===== config.mk =====
export PLATFORM = sky130hd
export DESIGN_NAME = cl_frame_gen_flat
export DESIGN_NICKNAME = d
export VERILOG_FILES = /design/src/rtl/cl_frame_gen_if.sv /design/src/rtl/cl_frame_gen.sv /design/src/flat_wrapper.sv
export SDC_FILE = /design/constraint.sdc
export NUM_CORES = 1
export LEC_CHECK = 0
export CAP_MARGIN = 20
export CORE_MARGIN = 2
export CORE_UTILIZATION = 30
export CTS_CLUSTER_SIZE = 28
export DETAILED_ROUTE_END_ITERATION = 10
export PLACE_DENSITY_LB_ADDON = 0.08
export SYNTH_ARGS = -nofsm -noshare
export SYNTH_HDL_FRONTEND = slang
export SYNTH_SLANG_ARGS = --single-unit

===== constraint.sdc =====
create_clock -name CCLK -period 2.4 [get_ports CCLK]
set_input_delay 0.6 -clock CCLK [delete_from_list [all_inputs] [get_ports CCLK]]
set_output_delay 0.6 -clock CCLK [all_outputs]
set_load 0.005 [all_outputs]

===== src/rtl/cl_frame_gen_if.sv =====
// Camera Link frame generator bus: run/pattern controls in, framed video out.
// The generator drives the video side through the master modport; a sink
// (capture block or bench) uses the slave modport.
interface cl_frame_gen_if #(
  parameter int PIXEL_WIDTH = 8
);
  logic                   iRUN;
  logic [1:0]             iPATTERN;
  logic [PIXEL_WIDTH-1:0] iLEVEL;
  logic                   oVSYNC;
  logic                   oHSYNC;
  logic                   oDE;
  logic [PIXEL_WIDTH-1:0] oDATA_L;
  logic [PIXEL_WIDTH-1:0] oDATA_R;
  logic                   oFRAME_DONE;
  logic                   oBUSY;
  logic [15:0]            oFRAME_CNT;

  modport master (
    input  iRUN, iPATTERN, iLEVEL,
    output oVSYNC, oHSYNC, oDE, oDATA_L, oDATA_R, oFRAME_DONE, oBUSY, oFRAME_CNT
  );

  modport slave (
    output iRUN, iPATTERN, iLEVEL,
    input  oVSYNC, oHSYNC, oDE, oDATA_L, oDATA_R, oFRAME_DONE, oBUSY, oFRAME_CNT
  );
endinterface


===== src/rtl/cl_frame_gen.sv =====
// Camera Link test-pattern frame generator (two pixels per CCLK).
// Produces VSYNC/HSYNC/DE framing plus even/odd pixel lanes for the capture
// path. All outputs are registered from the current state, so they lag the
// state register by one clock.
// Optional macro CLGEN_FRAME_TAG_EN: first pixel pair of line 0 carries the
// completed-frame count (L = low byte, R = high byte) instead of the pattern.
module cl_frame_gen #(
  parameter int PIXEL_WIDTH = 8,
  parameter int ADDR_WIDTH  = 11,
  parameter int HSIZE       = 640,
  parameter int VSIZE       = 480,
  parameter int HBLANK      = 16,
  parameter int VBLANK      = 32
) (
  input logic CCLK,
  input logic RST_N,
  cl_frame_gen_if.master bus
);

  localparam int BLK_MAX = (HBLANK > VBLANK) ? HBLANK : VBLANK;
  localparam int BLK_W   = $clog2(BLK_MAX + 1);

  localparam logic [BLK_W-1:0]      HB_LAST  = BLK_W'(HBLANK - 1);
  localparam logic [BLK_W-1:0]      VB_LAST  = BLK_W'(VBLANK - 1);
  localparam logic [ADDR_WIDTH-1:0] COL_LAST = ADDR_WIDTH'(HSIZE - 2);
  localparam logic [ADDR_WIDTH-1:0] ROW_LAST = ADDR_WIDTH'(VSIZE - 1);

  typedef enum logic [2:0] {IDLE, LEAD, ACT, HBL, VBL} state_t;

  state_t                  state, state_nxt;
  logic [BLK_W-1:0]        blk, blk_nxt;
  logic [ADDR_WIDTH-1:0]   col, col_nxt;
  logic [ADDR_WIDTH-1:0]   row, row_nxt;
  logic [1:0]              pat, pat_nxt;

  logic                    vsync_n, vld_n, done_n, busy_n;
  logic [2*PIXEL_WIDTH-1:0] px_n;

  logic                    vsync_p1, vld_p1, done_p1, busy_p1;
  logic [PIXEL_WIDTH-1:0]  data_l_p1, data_r_p1;
  logic [15:0]             cnt_p1;

  // Pixel pair {L, R} for even column c on row r; c is always even, so c+1
  // is just c with bit 0 set.
  function automatic logic [2*PIXEL_WIDTH-1:0] pattern_px(
    input logic [1:0]             sel,
    input logic [ADDR_WIDTH-1:0]  c,
    input logic [ADDR_WIDTH-1:0]  r,
    input logic [PIXEL_WIDTH-1:0] lvl
  );
    logic [ADDR_WIDTH-1:0]  c1;
    logic [PIXEL_WIDTH-1:0] chk;
    c1  = {c[ADDR_WIDTH-1:1], 1'b1};
    chk = (c[3] ^ r[3]) ? '1 : '0;
    case (sel)
      2'd0:    return {c[PIXEL_WIDTH-1:0], c1[PIXEL_WIDTH-1:0]};
      2'd1:    return {r[PIXEL_WIDTH-1:0], r[PIXEL_WIDTH-1:0]};
      2'd2:    return {chk, chk};
      default: return {lvl, lvl};
    endcase
  endfunction

  // State register, position counters and the per-frame pattern latch.
  always_ff @(posedge CCLK) begin
    if (!RST_N) begin
      state <= IDLE;
      blk   <= '0;
      col   <= '0;
      row   <= '0;
      pat   <= '0;
    end else begin
      state <= state_nxt;
      blk   <= blk_nxt;
      col   <= col_nxt;
      row   <= row_nxt;
      pat   <= pat_nxt;
    end
  end

  // Next-state sequencing: lead blank, then VSIZE x (active + blank), then VBL.
  always_comb begin
    state_nxt = state;
    blk_nxt   = blk;
    col_nxt   = col;
    row_nxt   = row;
    pat_nxt   = pat;
    case (state)
      IDLE: begin
        if (bus.iRUN) begin
          state_nxt = LEAD;
          pat_nxt   = bus.iPATTERN;
          blk_nxt   = '0;
          col_nxt   = '0;
          row_nxt   = '0;
        end
      end
      LEAD: begin
        if (blk == HB_LAST) begin
          state_nxt = ACT;
          blk_nxt   = '0;
          col_nxt   = '0;
        end else begin
          blk_nxt = blk + 1'b1;
        end
      end
      ACT: begin
        if (col == COL_LAST) begin
          state_nxt = HBL;
          col_nxt   = '0;
        end else begin
          col_nxt = col + 2'd2;
        end
      end
      HBL: begin
        if (blk == HB_LAST) begin
          blk_nxt = '0;
          if (row == ROW_LAST) begin
            state_nxt = VBL;
          end else begin
            row_nxt   = row + 1'b1;
            state_nxt = ACT;
          end
        end else begin
          blk_nxt = blk + 1'b1;
        end
      end
      VBL: begin
        if (blk == VB_LAST) begin
          blk_nxt = '0;
          row_nxt = '0;
          if (bus.iRUN) begin
            state_nxt = LEAD;
            pat_nxt   = bus.iPATTERN;
          end else begin
            state_nxt = IDLE;
          end
        end else begin
          blk_nxt = blk + 1'b1;
        end
      end
      default: state_nxt = IDLE;
    endcase
  end

  // Output decode from the current state; data is forced to 0 outside DE.
  always_comb begin
    vsync_n = (state == LEAD) || (state == ACT) || (state == HBL);
    vld_n   = (state == ACT);
    done_n  = (state == VBL) && (blk == '0);
    busy_n  = (state != IDLE);
    px_n    = '0;
    if (state == ACT) begin
      px_n = pattern_px(pat, col, row, bus.iLEVEL);
`ifdef CLGEN_FRAME_TAG_EN
      if (row == '0 && col == '0)
        px_n = {PIXEL_WIDTH'(cnt_p1[7:0]), PIXEL_WIDTH'(cnt_p1[15:8])};
`endif
    end
  end

  // Output register stage; frame count steps on the frame-done edge.
  always_ff @(posedge CCLK) begin
    if (!RST_N) begin
      vsync_p1  <= 1'b0;
      vld_p1    <= 1'b0;
      done_p1   <= 1'b0;
      busy_p1   <= 1'b0;
      data_l_p1 <= '0;
      data_r_p1 <= '0;
      cnt_p1    <= '0;
    end else begin
      vsync_p1  <= vsync_n;
      vld_p1    <= vld_n;
      done_p1   <= done_n;
      busy_p1   <= busy_n;
      data_l_p1 <= px_n[2*PIXEL_WIDTH-1:PIXEL_WIDTH];
      data_r_p1 <= px_n[PIXEL_WIDTH-1:0];
      cnt_p1    <= cnt_p1 + {15'd0, done_n};
    end
  end

  assign bus.oVSYNC      = vsync_p1;
  assign bus.oHSYNC      = vld_p1;
  assign bus.oDE         = vld_p1;
  assign bus.oDATA_L     = data_l_p1;
  assign bus.oDATA_R     = data_r_p1;
  assign bus.oFRAME_DONE = done_p1;
  assign bus.oBUSY       = busy_p1;
  assign bus.oFRAME_CNT  = cnt_p1;

endmodule


===== src/flat_wrapper.sv =====
// flat-port wrapper written by rule: the top's interface ports become plain ports
module cl_frame_gen_flat 
#(
  parameter int PIXEL_WIDTH = 8,
  parameter int ADDR_WIDTH  = 11,
  parameter int HSIZE       = 640,
  parameter int VSIZE       = 480,
  parameter int HBLANK      = 16,
  parameter int VBLANK      = 32
)
  (CCLK, RST_N, bus_iRUN, bus_iPATTERN, bus_iLEVEL, bus_oVSYNC, bus_oHSYNC, bus_oDE, bus_oDATA_L, bus_oDATA_R, bus_oFRAME_DONE, bus_oBUSY, bus_oFRAME_CNT);
  cl_frame_gen_if #(.PIXEL_WIDTH(PIXEL_WIDTH)) bus_i ();
  input logic CCLK;
  input logic RST_N;
  input wire logic [$bits(bus_i.iRUN)-1:0] bus_iRUN;
  input wire logic [$bits(bus_i.iPATTERN)-1:0] bus_iPATTERN;
  input wire logic [$bits(bus_i.iLEVEL)-1:0] bus_iLEVEL;
  output wire logic [$bits(bus_i.oVSYNC)-1:0] bus_oVSYNC;
  output wire logic [$bits(bus_i.oHSYNC)-1:0] bus_oHSYNC;
  output wire logic [$bits(bus_i.oDE)-1:0] bus_oDE;
  output wire logic [$bits(bus_i.oDATA_L)-1:0] bus_oDATA_L;
  output wire logic [$bits(bus_i.oDATA_R)-1:0] bus_oDATA_R;
  output wire logic [$bits(bus_i.oFRAME_DONE)-1:0] bus_oFRAME_DONE;
  output wire logic [$bits(bus_i.oBUSY)-1:0] bus_oBUSY;
  output wire logic [$bits(bus_i.oFRAME_CNT)-1:0] bus_oFRAME_CNT;
  assign bus_i.iRUN = bus_iRUN;
  assign bus_i.iPATTERN = bus_iPATTERN;
  assign bus_i.iLEVEL = bus_iLEVEL;
  assign bus_oVSYNC = bus_i.oVSYNC;
  assign bus_oHSYNC = bus_i.oHSYNC;
  assign bus_oDE = bus_i.oDE;
  assign bus_oDATA_L = bus_i.oDATA_L;
  assign bus_oDATA_R = bus_i.oDATA_R;
  assign bus_oFRAME_DONE = bus_i.oFRAME_DONE;
  assign bus_oBUSY = bus_i.oBUSY;
  assign bus_oFRAME_CNT = bus_i.oFRAME_CNT;
  cl_frame_gen #(.PIXEL_WIDTH(PIXEL_WIDTH), .ADDR_WIDTH(ADDR_WIDTH), .HSIZE(HSIZE), .VSIZE(VSIZE), .HBLANK(HBLANK), .VBLANK(VBLANK)) u_core (.CCLK(CCLK), .RST_N(RST_N), .bus(bus_i));
endmodule

==> reports/metrics.cfg, run 1 <==
[logic_synthesis]
yosys-top-cells-area = dfxtp_1 38%, o21ai_0 4.5%, nand3_1 3.4%
synth_cell_types = 61
synth_fa_ha_area_share_pct = 2.35
synth_top_area_share_pct = 38.3
synth-compound-area-share_pct = 20.9
syn_area_mm2 = 0.00319
synth_simple_gate_area_share_pct = 26.3
synth_ff_type = dfxtp_1
synth.avg_cell_area_um2 = 8.49
synth_top_family_by_area = simple AND/OR/NAND/NOR gates
seq_area_frac_synth_pct = 38.3
ys_ff_latch = 61
netlist_instances = 376
synth_common_cells = 61 x dfxtp_1, 29 x o21ai_0, 27 x nand2_1, 22 x nand3_1, 22 x nor2_1
synth_edf_count = 0
yosysTopAreaCell = dfxtp_1
synth-async-reset-ratio_pct = 0
syn_nets = 395
synth-xor-area-share_pct = 3.84
synth.most_common_cell = dfxtp_1
muxShareOfSynthArea_pct = 1.25
yosysWarnings = 0

[routing]
final_antenna_net_count = 0
drt_pass1_iterations = 5
drc = 0
viasPerCell = 5.25
drtIter0Drc = 154
routed_wl_um = 8590
vias = 2990
wl_per_cell_um = 15.1

[power]
vdd_drop_max_uv = 192
p_per_area_mw_per_mm2 = 518
sw_frac_of_total_pct = 24.5
power_frac_comb_pct = 6.8
switching_power_uw = 519
seq_power_share_pct = 49.0
intPower_mw = 1.60
p_leak_nw = 1.39
clockPowerShare_pct = 44.2

[hold_path]
hold_path.class = register to register

[place]
globalplace.congestion = 0.799
hpwl_um = 6010
dpl_worst_slack_ps = 16.5
numPortBuffers = 49
place_area_mm2 = 0.00381

[timing]
fin_hold_ws_ps = 475
final_max_slew_viol_count = 0
clock.fmax_mhz = 433
setup_ws_ps = 88.9
final.min_clock_period_ps = 2310
period_share_pct = 96.3
hold_viol_final = 0
setup_viol = 0
maxSlewHeadroom_pct = 55.4
tightest_slew_ps = 663
grt_setup_unrepaired = true
clock_skew_ps = 10.1

[run]
max_cap_violations = 0

[clocking]
clkLatencyLatePin_ps = 350
cts_tree = done
cts_made_buffers = 9
cts_buffer_depth = 2
cts-root-buf = clkbuf_8
clkTransAtPathRegs_ps = 80
htreeDepth = 3
cts_hold_buf = 0
clock_sinks = 61

[floorplanning]
rows = 37
start_util_pct = 30.9
dieArea_mm2 = 0.0115
die_y_um = 107
core-area_mm2 = 0.0103
die_x_um = 107
ios = 50

[outcome]
status = finished clean

[cells_and_area]
antennaDiodeCount = 0
nets = 447
area_growth_pct = 28.2
multi_input_area_mm2 = 0.00180
regArea_mm2 = 0.00122
fillers = 1068
drive_above_1_share_pct = 14.5
fin_area_mm2 = 0.00409

[setup_path]
worst_setup_path_end_kind = register
cp_data_arrival_time_ps = 2600
cp_max_fo = 4
critPathKind = register to register
crit_path_start_kind = register
required_ps = 2690

[grt]
grt_pass1_vias = 2825
grt_max_degree = 23
grt_overflow = 0
grt_pass1_wl_um = 14400
antenna_found_initial = 0
gr-usage-all-layers_pct = 15.7

-- per-stage QoR --
step	power [mW]	setup TNS, ps	instances	util, %
after detailed placement	1.19	0	549	36.9
after global routing	2.21	-110	569	39.6
final	2.12	0	569	39.6
after CTS	2.13	0	565	38.8
after floorplan	1.14	0	376	-
after global placement	1.19	0	549	36.9
-- cells by family (layout without fill, tap and decap cells) --
logic type      count (synthesis)  in the layout
mux                             4              4
compound gates                100            100
xor+xnor                       14             14
fa+ha+maj                       6              6
buf+inv                        44            101
simple gates                  147            147
flops                          61             61
-- cell usage in the layout (no fill, tap or decap), drive strengths merged, types with 8 or more instances in the layout --
master / netlist / final
a21oi: 18 / 18
nand2: 27 / 27
nor3: 8 / 8
buf: 19 / 21
inv: 15 / 15
clkbuf: 10 / 12
o211ai: 9 / 9
a31oi: 11 / 11
clkdlybuf4s50: 0 / 49
o21ai: 31 / 31
nand4: 13 / 13
nor2: 23 / 23
dfxtp: 61 / 61
nand3: 22 / 22
xor2: 10 / 10
-- worst paths after layout --
| path | start | end | slack, ps | depth (start not counted) |
|---|---|---|---|---|
| worst max register to register | u_core.blk[0] | u_core.bus.oFRAME_CNT[13] | 90 | 10 |
| worst max-delay path | u_core.blk[0] | u_core.bus.oFRAME_CNT[13] | 90 | 10 |
| worst min-delay path | u_core.bus.oFRAME_CNT[15] | u_core.bus.oFRAME_CNT[15] | 470 | 2 |
| worst min register to register | u_core.bus.oFRAME_CNT[15] | u_core.bus.oFRAME_CNT[15] | 470 | 2 |
-- state kept, by name (all words and copies together), names as in the netlist --
name / count
u_core.bus.oBUSY: 1
u_core.state: 3
u_core.bus.oFRAME_CNT: 16
u_core.bus.oDATA_L: 2
u_core.blk: 6
u_core.row: 11
u_core.bus.oFRAME_DONE: 1
u_core.bus.oVSYNC: 1
u_core.col: 10
u_core.bus.oDE: 1
u_core.pat: 2
u_core.bus.oDATA_R: 7
-- power groups by stage --
| stage | combinational, mW | sequential (mW) | clock [mW] |
|---|---|---|---|
| finish | 0.144 | 1.04 | 0.936 |
| floorplan | 0.0851 | 1.05 | 0 |
| detailed placement | 0.132 | 1.06 | 0 |
| global placement | 0.132 | 1.06 | 0 |
| global route | 0.159 | 1.04 | 1.01 |
| CTS | 0.134 | 1.04 | 0.963 |
-- per-layer routing --
| metal | track usage [%] | routed length (µm) | part of all wire, % | up-vias |
|---|---|---|---|---|
| li1 | - | - | - | 1491 |
| met5 | 0 | 0 | 0 | - |
| met1 | 22.1 | 4300 | 50 | 1431 |
| met4 | 5.10 | 103 | 1.2 | 0 |
| met3 | 3.83 | 377 | 4.4 | 9 |
| met2 | 23.4 | 3810 | 44 | 59 |
-- area by class of cell --
cell class	count	area share (%)
Clock inverter	4	1.16
Multi-Input combinational cell	271	44.0
Inverter	15	1.38
Sequential cell	61	29.9
Tap cell	136	4.16
Clock buffer	12	3.55
Timing Repair Buffer	70	15.8
-- timing repair --
| item | CTS | global route |
|---|---|---|
| buffers inserted | 0 | 4 |
| gates resized for setup | 1 | 14 |
| pin swaps | 1 | 4 |
| hold endpoints to repair | 0 | 0 |
| setup endpoints to repair | 2 | 3 |
-- critical path: stages, from the launching register on --
cell and delay [ps]:
dfxtp_2 330, inv_2 80, ha_4 130, nor4b_4 160
and4b_1 280, ha_2 230, buf_4 110, and4_1 240
nand2_1 130, or4_1 420, a21oi_1 140
No activity file was read; power rests on OpenSTA's default activity.
==> run 2, diff against run 1 <==
- CTS_BUF_LIST: default -> sky130_fd_sc_hd__clkbuf_2 sky130_fd_sc_hd__clkbuf_4 sky130_fd_sc_hd__clkbuf_8
==> reports/metrics.cfg, run 2 (synthesis results as in run 1) <==
[floorplanning]
start_util_pct = 30.9  ; unchanged
rows = 37  ; unchanged
die_x_um = 107  ; unchanged
die_y_um = 107  ; unchanged
dieArea_mm2 = 0.0115  ; unchanged
ios = 50  ; unchanged
core-area_mm2 = 0.0103  ; unchanged

[power]
clockPowerShare_pct = 44.8  ; +0.6 points
p_per_area_mw_per_mm2 = 523  ; +0.95%
power_frac_comb_pct = 6.7  ; about the same
sw_frac_of_total_pct = 24.3  ; -0.21 points
vdd_drop_max_uv = 192  ; +0.14%
switching_power_uw = 520  ; +0.29%
seq_power_share_pct = 48.5  ; -0.5 points
p_leak_nw = 1.40  ; +0.49%
intPower_mw = 1.62  ; +1.4%

[setup_path]
worst_setup_path_end_kind = register
max_stage_delay_ps = 420  ; about the same
required_ps = 2690  ; about the same
r2r_end = u_core.bus.oFRAME_CNT[13]
critPathKind = register to register
crit_path_start_kind = register
r2r_slack_ps = 90  ; about the same
cp_data_arrival_time_ps = 2600  ; about the same
ff2ff_path_depth = 10  ; unchanged
cp_max_fo = 4  ; unchanged
slowest_stage = or4_1
cp_cell_sequence = inv_2 > ha_4 > nor4b_4 > and4b_1 > ha_2 > buf_4 > and4_1 > nand2_1 > or4_1 > a21oi_1
r2r-start = u_core.blk[0]

[grt]
grt_max_degree = 23  ; unchanged
grt_overflow = 0  ; unchanged
antenna_found_initial = 0  ; unchanged
grt_pass1_vias = 2819  ; -0.21%
grt_pass1_wl_um = 14400  ; about the same
gr-usage-all-layers_pct = 15.7  ; about the same

[run]
max_cap_violations = 0  ; unchanged

[timing]
setup_viol = 0  ; unchanged
fin_hold_ws_ps = 475  ; unchanged
clock_skew_ps = 10.2  ; +0.118 ps
maxSlewHeadroom_pct = 56.5  ; +1.1 points
period_share_pct = 96.3  ; about the same
final_max_slew_viol_count = 0  ; unchanged
hold_viol_final = 0  ; unchanged
setup_ws_ps = 88.7  ; -0.248 ps
final.min_clock_period_ps = 2310  ; +0.248 ps
tightest_slew_ps = 647  ; -15.9 ps
clock.fmax_mhz = 433  ; about the same
grt_setup_unrepaired = true

[routing]
viasPerCell = 5.25  ; about the same
vias = 2989  ; -0.033%
drt_pass1_iterations = 4  ; -1
routed_wl_um = 8610  ; +0.22%
drc = 0  ; unchanged
drtIter0Drc = 147  ; -4.5%
wl_per_cell_um = 15.1  ; +0.22%
final_antenna_net_count = 0  ; unchanged

[clocking]
cts_made_buffers = 9  ; unchanged
clkTransAtPathRegs_ps = 80  ; about the same
cts-root-buf = clkbuf_8
htreeDepth = 3  ; unchanged
clock_sinks = 61  ; unchanged
clkLatencyLatePin_ps = 350  ; about the same
cts_tree = done
cts_buffer_depth = 2  ; unchanged

[hold_path]
holdPathStages = 2  ; unchanged
min-delay-start = u_core.bus.oFRAME_CNT[15]
whs_endpoint = u_core.bus.oFRAME_CNT[15]
hold_path.class = register to register

[place]
globalplace.congestion = 0.799  ; unchanged
dpl_worst_slack_ps = 16.5  ; unchanged
placedCellCount = 549  ; unchanged
hpwl_um = 6010  ; unchanged
numPortBuffers = 49  ; unchanged

[cells_and_area]
final_common_cell = dfxtp_1
final_cells = 569  ; unchanged
area_growth_pct = 28.4
antennaDiodeCount = 0  ; unchanged
fillers = 1065  ; -0.28%
nets = 447  ; unchanged
final_cell_mix = 59 x dfxtp_1, 49 x clkdlybuf4s50_1, 28 x o21ai_0
largest_register_ffs = 16  ; unchanged
drive_above_1_share_pct = 15.0  ; +0.46 points

[outcome]
status = finished clean

run 2: cell counts in the layout (fill, tap and decap cells not counted):
Identical to the previous run, type by type.
run 2: how the worst max path moves through the flow:
stage / from / endpoint / slack [ps] / cells after the start
5_1_grt: u_core.blk[0] / u_core.bus.oFRAME_CNT[12] / -70 / 10
6_report: u_core.blk[0] / u_core.bus.oFRAME_CNT[13] / 90 / 10
4_1_cts: u_core.blk[0] / u_core.bus.oFRAME_CNT[12] / 60 / 10
2_1_floorplan: u_core.state[0] / u_core.bus.oFRAME_CNT[12] / 200 / 9
3_3_place_gp: u_core.blk[0] / u_core.bus.oFRAME_CNT[12] / 130 / 10
3_5_place_dp: u_core.blk[0] / u_core.bus.oFRAME_CNT[12] / 20 / 10
run 2: metal layers:
metal	GRT usage, %	vias to the layer above	share of wire (%)
li1	-	1490	-
met1	22.1	1432	50
met2	23.3	58	44
met3	3.83	9	4.5
met4	5.10	0	1.2
met5	0	-	0
run 2: worst max-delay path: cells and delay by family, from the launching register on:
family / cells / cell delay (ps)
buffers and inverters: 2 / 190
flip-flops: 1 / 330
adder cells (fa/ha/maj): 2 / 360
AND/OR/NAND/NOR: 5 / 1230
AO/OA/AOI/OAI: 1 / 140
run 2: power by group through the flow:
stage / clock, mW / combinational, mW / sequential [mW]
final: 0.960 / 0.145 / 1.04
after floorplan: 0 / 0.0851 / 1.05
after global routing: 1.04 / 0.159 / 1.04
after global placement: 0 / 0.132 / 1.06
after detailed placement: 0 / 0.132 / 1.06
after CTS: 0.986 / 0.134 / 1.04
run 2: cell type report:
class,instances,area (µm²),share of cell area [%]
clock buffer,12,153,3.72
inverter,15,56.3,1.37
multi-input combinational,271,1800,43.9
sequential,61,1220,29.9
clock inverter,4,47.5,1.16
tap,136,170,4.15
timing repair buffer,70,648,15.8
run 2: timing repair:
item,CTS,global route
gates resized for setup,1,14
setup endpoints to repair,2,3
setup buffers,0,4
hold buffers,0,0
pin swaps,1,4
run 2: through the flow:
stage               setup TNS (ps)  power (mW)  util, %  instance area [µm²]
floorplan                        0        1.14        -                 3190
finish                           0        2.14     39.7                 4100
detailed placement               0        1.19     36.9                 3810
CTS                              0        2.16     38.9                 4020
global placement                 0        1.19     36.9                 3810
global route                  -110        2.24     39.7                 4100
